File: config.mk
export PLATFORM = sky130hd
export DESIGN_NAME = blink_scorer_flat
export DESIGN_NICKNAME = d
export VERILOG_FILES = /design/src/rtl/blink_scorer_if.sv /design/src/rtl/blink_scorer.sv /design/src/flat_wrapper.sv
export SDC_FILE = /design/constraint.sdc
export NUM_CORES = 1
export LEC_CHECK = 0
export BUFFER_PORTS_ARGS = -buffer_cell sky130_fd_sc_hd__buf_4
export CORE_MARGIN = 1.5
export CORE_UTILIZATION = 55
export CTS_CLUSTER_SIZE = 20
export DETAILED_ROUTE_END_ITERATION = 12
export PLACE_DENSITY = 0.74
export SKIP_LAST_GASP = 1
export SYNTH_ARGS = -nofsm -noshare
export SYNTH_HDL_FRONTEND = slang
export SYNTH_SLANG_ARGS = --single-unit
File: constraint.sdc
create_clock -name clk -period 2.5 [get_ports clk]
set_input_delay 0.25 -clock clk [delete_from_list [all_inputs] [get_ports clk]]
set_output_delay 0.25 -clock clk [all_outputs]
set_load 0.03 [all_outputs]
File: src/rtl/blink_scorer_if.sv
// rtl/blink_scorer_if.sv - button/LED inputs and score/judgement outputs of blink_scorer
interface blink_scorer_if;
    logic       btn;
    logic       sclk;
    logic [3:0] score;
    logic       hit;
    logic       miss;
    logic       win;

    modport master (output btn, output sclk, input score, input hit, input miss, input win);
    modport slave  (input btn, input sclk, output score, output hit, output miss, output win);
endinterface

File: src/rtl/blink_scorer.sv
// rtl/blink_scorer.sv - debounces the button, judges presses against the LED and keeps the score
module blink_scorer #(
    parameter int DEBOUNCE_CYCLES = 1_000_000,
    parameter int MAX_SCORE       = 10
) (
    input  logic           clk,
    input  logic           reset,
    blink_scorer_if.slave  bus
);
    localparam int             CW       = $clog2(DEBOUNCE_CYCLES);
    localparam logic [CW-1:0]  CNT_LAST = CW'(DEBOUNCE_CYCLES - 1);
    localparam logic [3:0]     MAX_SC   = 4'(MAX_SCORE);

    typedef enum logic [1:0] {ARMED, LOCKED, WIN} state_t;

    logic          btn_m, btn_s, led_m, led_s, led_q;
    logic          btn_db, btn_db_q;
    logic [CW-1:0] cnt;
    logic          press, led_fall;

    state_t        state_q, state_d;
    logic [3:0]    score_q, score_d;
    logic          hit_q, hit_d, miss_q, miss_d;

    // Both inputs are asynchronous to clk.
    always_ff @(posedge clk) begin
        if (reset) begin
            btn_m <= 1'b0;
            btn_s <= 1'b0;
            led_m <= 1'b0;
            led_s <= 1'b0;
            led_q <= 1'b0;
        end else begin
            btn_m <= bus.btn;
            btn_s <= btn_m;
            led_m <= bus.sclk;
            led_s <= led_m;
            led_q <= led_s;
        end
    end

    always_ff @(posedge clk) begin
        if (reset) begin
            btn_db <= 1'b0;
            cnt    <= '0;
        end else if (btn_s == btn_db) begin
            cnt <= '0;
        end else if (cnt == CNT_LAST) begin
            btn_db <= btn_s;
            cnt    <= '0;
        end else begin
            cnt <= cnt + CW'(1);
        end
    end

    always_ff @(posedge clk) begin
        if (reset) btn_db_q <= 1'b0;
        else       btn_db_q <= btn_db;
    end

    assign press    = btn_db & ~btn_db_q;
    assign led_fall = led_q & ~led_s;

    always_ff @(posedge clk) begin
        if (reset) begin
            state_q <= ARMED;
            score_q <= 4'd0;
            hit_q   <= 1'b0;
            miss_q  <= 1'b0;
        end else begin
            state_q <= state_d;
            score_q <= score_d;
            hit_q   <= hit_d;
            miss_q  <= miss_d;
        end
    end

    // One judged attempt per blink period: any judgement locks until the next LED fall.
    always_comb begin
        state_d = state_q;
        score_d = score_q;
        hit_d   = 1'b0;
        miss_d  = 1'b0;
        case (state_q)
            ARMED: begin
                if (press) begin
                    if (led_s) begin
                        hit_d   = 1'b1;
                        score_d = score_q + 4'd1;
                        state_d = ((score_q + 4'd1) == MAX_SC) ? WIN : LOCKED;
                    end else begin
                        miss_d  = 1'b1;
                        score_d = (score_q == 4'd0) ? 4'd0 : score_q - 4'd1;
                        state_d = LOCKED;
                    end
                end
            end
            LOCKED: begin
                if (led_fall) state_d = ARMED;
            end
            WIN: begin
                score_d = MAX_SC;
            end
            default: begin
                state_d = ARMED;
            end
        endcase
    end

    assign bus.score = score_q;
    assign bus.hit   = hit_q;
    assign bus.miss  = miss_q;
    assign bus.win   = (state_q == WIN);
endmodule

File: src/flat_wrapper.sv
// flat-port wrapper written by rule: the top's interface ports become plain ports
module blink_scorer_flat 
#(
    parameter int DEBOUNCE_CYCLES = 1_000_000,
    parameter int MAX_SCORE       = 10
)
  (clk, reset, bus_btn, bus_sclk, bus_score, bus_hit, bus_miss, bus_win);
  blink_scorer_if bus_i ();
  input  logic clk;
  input  logic reset;
  input wire logic [$bits(bus_i.btn)-1:0] bus_btn;
  input wire logic [$bits(bus_i.sclk)-1:0] bus_sclk;
  output wire logic [$bits(bus_i.score)-1:0] bus_score;
  output wire logic [$bits(bus_i.hit)-1:0] bus_hit;
  output wire logic [$bits(bus_i.miss)-1:0] bus_miss;
  output wire logic [$bits(bus_i.win)-1:0] bus_win;
  assign bus_i.btn = bus_btn;
  assign bus_i.sclk = bus_sclk;
  assign bus_score = bus_i.score;
  assign bus_hit = bus_i.hit;
  assign bus_miss = bus_i.miss;
  assign bus_win = bus_i.win;
  blink_scorer #(.DEBOUNCE_CYCLES(DEBOUNCE_CYCLES), .MAX_SCORE(MAX_SCORE)) u_core (.clk(clk), .reset(reset), .bus(bus_i));
endmodule
==> results_tabular.tex <==
\begin{tabular}{lr}
\hline
Metric & Value \\
\hline
\multicolumn{2}{l}{\textbf{Run status}} \\
Run status & completed \\
\multicolumn{2}{l}{\textbf{Clock network}} \\
H-Tree Level Count & 2 \\
Root buffer cell & clkbuf\_4 \\
Clock insertion delay at the later pin of the skew report & 0.35 ns \\
TritonCTS clock tree & built \\
Cts bufs inserted & 5 \\
CTS clk-pin slew, worst paths & 0.11 ns \\
CTS sink cnt & 35 \\
Total of cells resized after clock tree synthesis & 0 \\
Max Root-Sink Buffers & 2 \\
Number of hold-repair buffers added at the cts stage & 0 \\
Total setup buffers inserted after CTS & 0 \\
\multicolumn{2}{l}{\textbf{Placed design}} \\
Instance count after placement with tap cells included & around 210 \\
Total placed instance area & 1690 µm² \\
Pre-CTS setup slack & 0.490 ns \\
\# port buffers & 10 \\
DP Wirelength & approximately 2200 µm \\
Routability congestion estimate from global placement & 0.875 \\
\multicolumn{2}{l}{\textbf{Synthesis}} \\
Synth cell count leaders & dfxtp\_1, nor2\_1, nand2\_1, nor2b\_1 \\
Synth top area share & 0.435 \\
Largest cells by area after synthesis & dfxtp\_1, xnor2\_1, xor2\_1 \\
Synth area leader & dfxtp\_1 \\
Count of distinct cell types in the synthesized netlist & 46 \\
Number of flops mapped to enable cells by yosys & 0 \\
Instance count of the mapped netlist & 177 \\
Most instantiated library cell after synthesis & dfxtp\_1 \\
Net count of the mapped netlist & 185 \\
Yosys Warn Count & 0 \\
Most used DFF post-synth & dfxtp\_1 \\
Mapped Area & 1610 µm² \\
Sequential fraction of the synthesis area & 0.435 \\
Syn\_area\_per\_cell & just over 9 µm² \\
FFs w/ async S/R, synth & 0 \\
Yosys reg bits & 35 \\
\multicolumn{2}{l}{\textbf{STA}} \\
Minimum clock period after layout & slightly above 2 ns \\
Headroom to the max-slew limit & 0.530 \\
Slew at the pin closest to its max-slew limit & approximately 0.7 ns \\
Min setup slack post-route & between 0.4 and 0.5 ns \\
Setup repair after global routing missed its margin & false \\
Maximum frequency from static timing analysis & around 490 MHz \\
Final-report setup violation count & 0 \\
Ratio of final minimum period to clock period & 0.820 \\
Setup\_tns & 0 ns \\
Number of hold violations in the final report & 0 \\
Number of pins exceeding their max-slew limit in the final report & 0 \\
Clock tree skew after final layout & about 0.009 ns \\
\multicolumn{2}{l}{\textbf{Die}} \\
Core region area & 2760 µm² \\
Number of top-level design ports & 11 \\
Starting utilization of the core area & 0.583 \\
Die area & 3260 µm² \\
DIE HEIGHT & around 57 µm \\
Die W & 57.1 µm \\
Standard-cell row count & 19 \\
\multicolumn{2}{l}{\textbf{Worst setup path}} \\
Most numerous cell on the critical path & or4\_1 \\
Worst Setup End Kind & register \\
CP Cell Sequence & or4\_1 -> or4\_1 -> o21ai\_1 -> buf\_4 -> nor2\_1 \\
Family of cells with the greatest summed delay on the critical path & simple AND/OR/NAND/NOR gates \\
Worst Path Required & 2.74 ns \\
Max FO, Critical Path & 20 \\
Crit-path max cell delay & 0.54 ns \\
Nature of the critical path startpoint & register \\
Crit path DAT & between 2 and 2.5 ns \\
Max stage delay cell, worst path & or4\_1 \\
Critical path type & register to register \\
Buf+Inv Stages, Crit Path & 1 \\
\multicolumn{2}{l}{\textbf{Drt}} \\
Ratio of routed vias to standard cells & between 5 and 6 \\
Routed length per instance & 14.3 µm \\
Antenna-violating nets left & 0 \\
Overall routed net length & 3130 µm \\
First-pass detailed-route iteration total & 8 \\
DRC errors left & 0 \\
Number of vias in the routed layout & 1311 \\
Iteration-0 DRC Markers & 102 \\
\multicolumn{2}{l}{\textbf{Global routing}} \\
Number of antenna violations at the first check in global routing & 0 \\
Total congestion overflow after global routing & 0 \\
Overall track demand over capacity in global routing & 0.209 \\
Global-route wire length before repair & about 5200 µm \\
Met3 usage in global routing & 0.0680 \\
M1 GR Usage & 0.250 \\
Most Crowded Layer GR & met2 \\
Via count of the first global-routing pass & 1136 \\
Met2 track demand over resource in global routing & 0.348 \\
Maximum number of pins on one net before global-route repair & 21 \\
\multicolumn{2}{l}{\textbf{Cells and area}} \\
Number of nets in the layout & 195 \\
Final non-filler cell total & 219 \\
Ratio of cells with drive above 1 in the final layout & 0.149 \\
Post-Layout Inst Area & 1780 µm² \\
Diodes inserted & 0 \\
Syn-to-layout area delta & 10.7\% \\
\multicolumn{2}{l}{\textbf{Power}} \\
PnR Total Power & 1.00 mW \\
Maximum vdd ir drop & $\sim$0.53 mV \\
Leakage power & around 0.6 nW \\
Total power per unit cell area & approximately 560 nW/µm² \\
\multicolumn{2}{l}{\textbf{Worst hold path}} \\
Type of the tightest min-delay check & input pin to register \\
\multicolumn{2}{l}{\textbf{Flow run}} \\
Max cap viols & 0 \\
\hline
\end{tabular}
-- worst reg2reg max path, stage by stage, from the launching register on --
cell     delay (ns)
dfxtp_1        0.38
or4_1          0.54
or4_1          0.52
o21ai_1        0.14
buf_4          0.26
nor2_1         0.09
-- cells in the final DEF (no fill, tap or decap), types with 2 or more instances in the layout --
cell	Yosys	routed
dfxtp_1	35	35
nor2_1	18	18
buf_4	1	11
nor2b_1	9	9
nand2_1	9	9
nand3_1	8	8
xnor2_1	8	8
xor2_1	8	8
a21oi_1	7	7
nand4_1	7	7
inv_1	6	6
o21ai_0	5	5
clkbuf_4	0	5
or4_1	4	4
or3_1	4	4
nor4_1	4	4
ha_1	4	4
nor3_1	3	3
nand3b_1	3	3
nand2b_1	2	2
-- state kept, by name, indices dropped and copies added, names as in the netlist --
name,count
u_core.btn_db,1
u_core.btn_m,1
u_core.bus.miss,1
u_core.led_s,1
u_core.btn_s,1
u_core.state_q,2
u_core.led_m,1
u_core.cnt,20
u_core.led_q,1
u_core.bus.score,4
u_core.bus.hit,1
u_core.btn_db_q,1
-- cell type report --
type                       count  area, µm²
clock inverter                 2       35.0
fill                         249        977
timing repair buffer          11       82.6
sequential                    35        701
multi-input combinational    128        850
inverter                       6       22.5
clock buffer                   6       51.3
tap                           31       38.8
-- worst paths after layout --
| kind | from | cells after the start | to | slack, ns |
|---|---|---|---|---|
| worst max-delay path | u_core.cnt[7] | 5 | u_core.cnt[11] | 0.45 |
| worst min-delay path | bus_sclk | 2 | u_core.led_m | 0.11 |
| worst max register to register | u_core.cnt[7] | 5 | u_core.cnt[11] | 0.45 |
| worst min register to register | u_core.led_m | 1 | u_core.led_s | 0.45 |
-- per-layer routing --
| metal | vias to the layer above | part of all wire |
|---|---|---|
| met5 | - | 0 |
| met1 | 619 | 0.40 |
| met4 | 0 | 0.014 |
| li1 | 643 | - |
| met2 | 45 | 0.53 |
| met3 | 4 | 0.053 |
-- cell families (layout without fill, tap and decap cells) --
family,count (synthesis),after routing,share of synthesized area
compound gates,26,26,0.108
fa+ha+maj,4,4,0.0311
simple gates,80,80,0.288
xor+xnor,16,16,0.0871
mux,2,2,0.0132
flops,35,35,0.435
buf+inv,14,25,0.0365
-- through the flow --
stage	hold slack, ns	util
6_report	0.109	0.646
5_1_grt	0.101	0.646
4_1_cts	0.105	0.646
3_5_place_dp	0.431	0.614
3_3_place_gp	0.421	0.614
2_1_floorplan	0.322	-
-- power by group --
| group | total [mW] | switching (mW) | internal (mW) |
|---|---|---|---|
| logic | 0.0153 | 0.00810 | 0.00721 |
| clock network | 0.424 | 0.188 | 0.236 |
| registers | 0.564 | 0.00293 | 0.561 |
| total | 1.00 | 0.199 | 0.804 |
No activity file was read; power rests on OpenSTA's default activity.
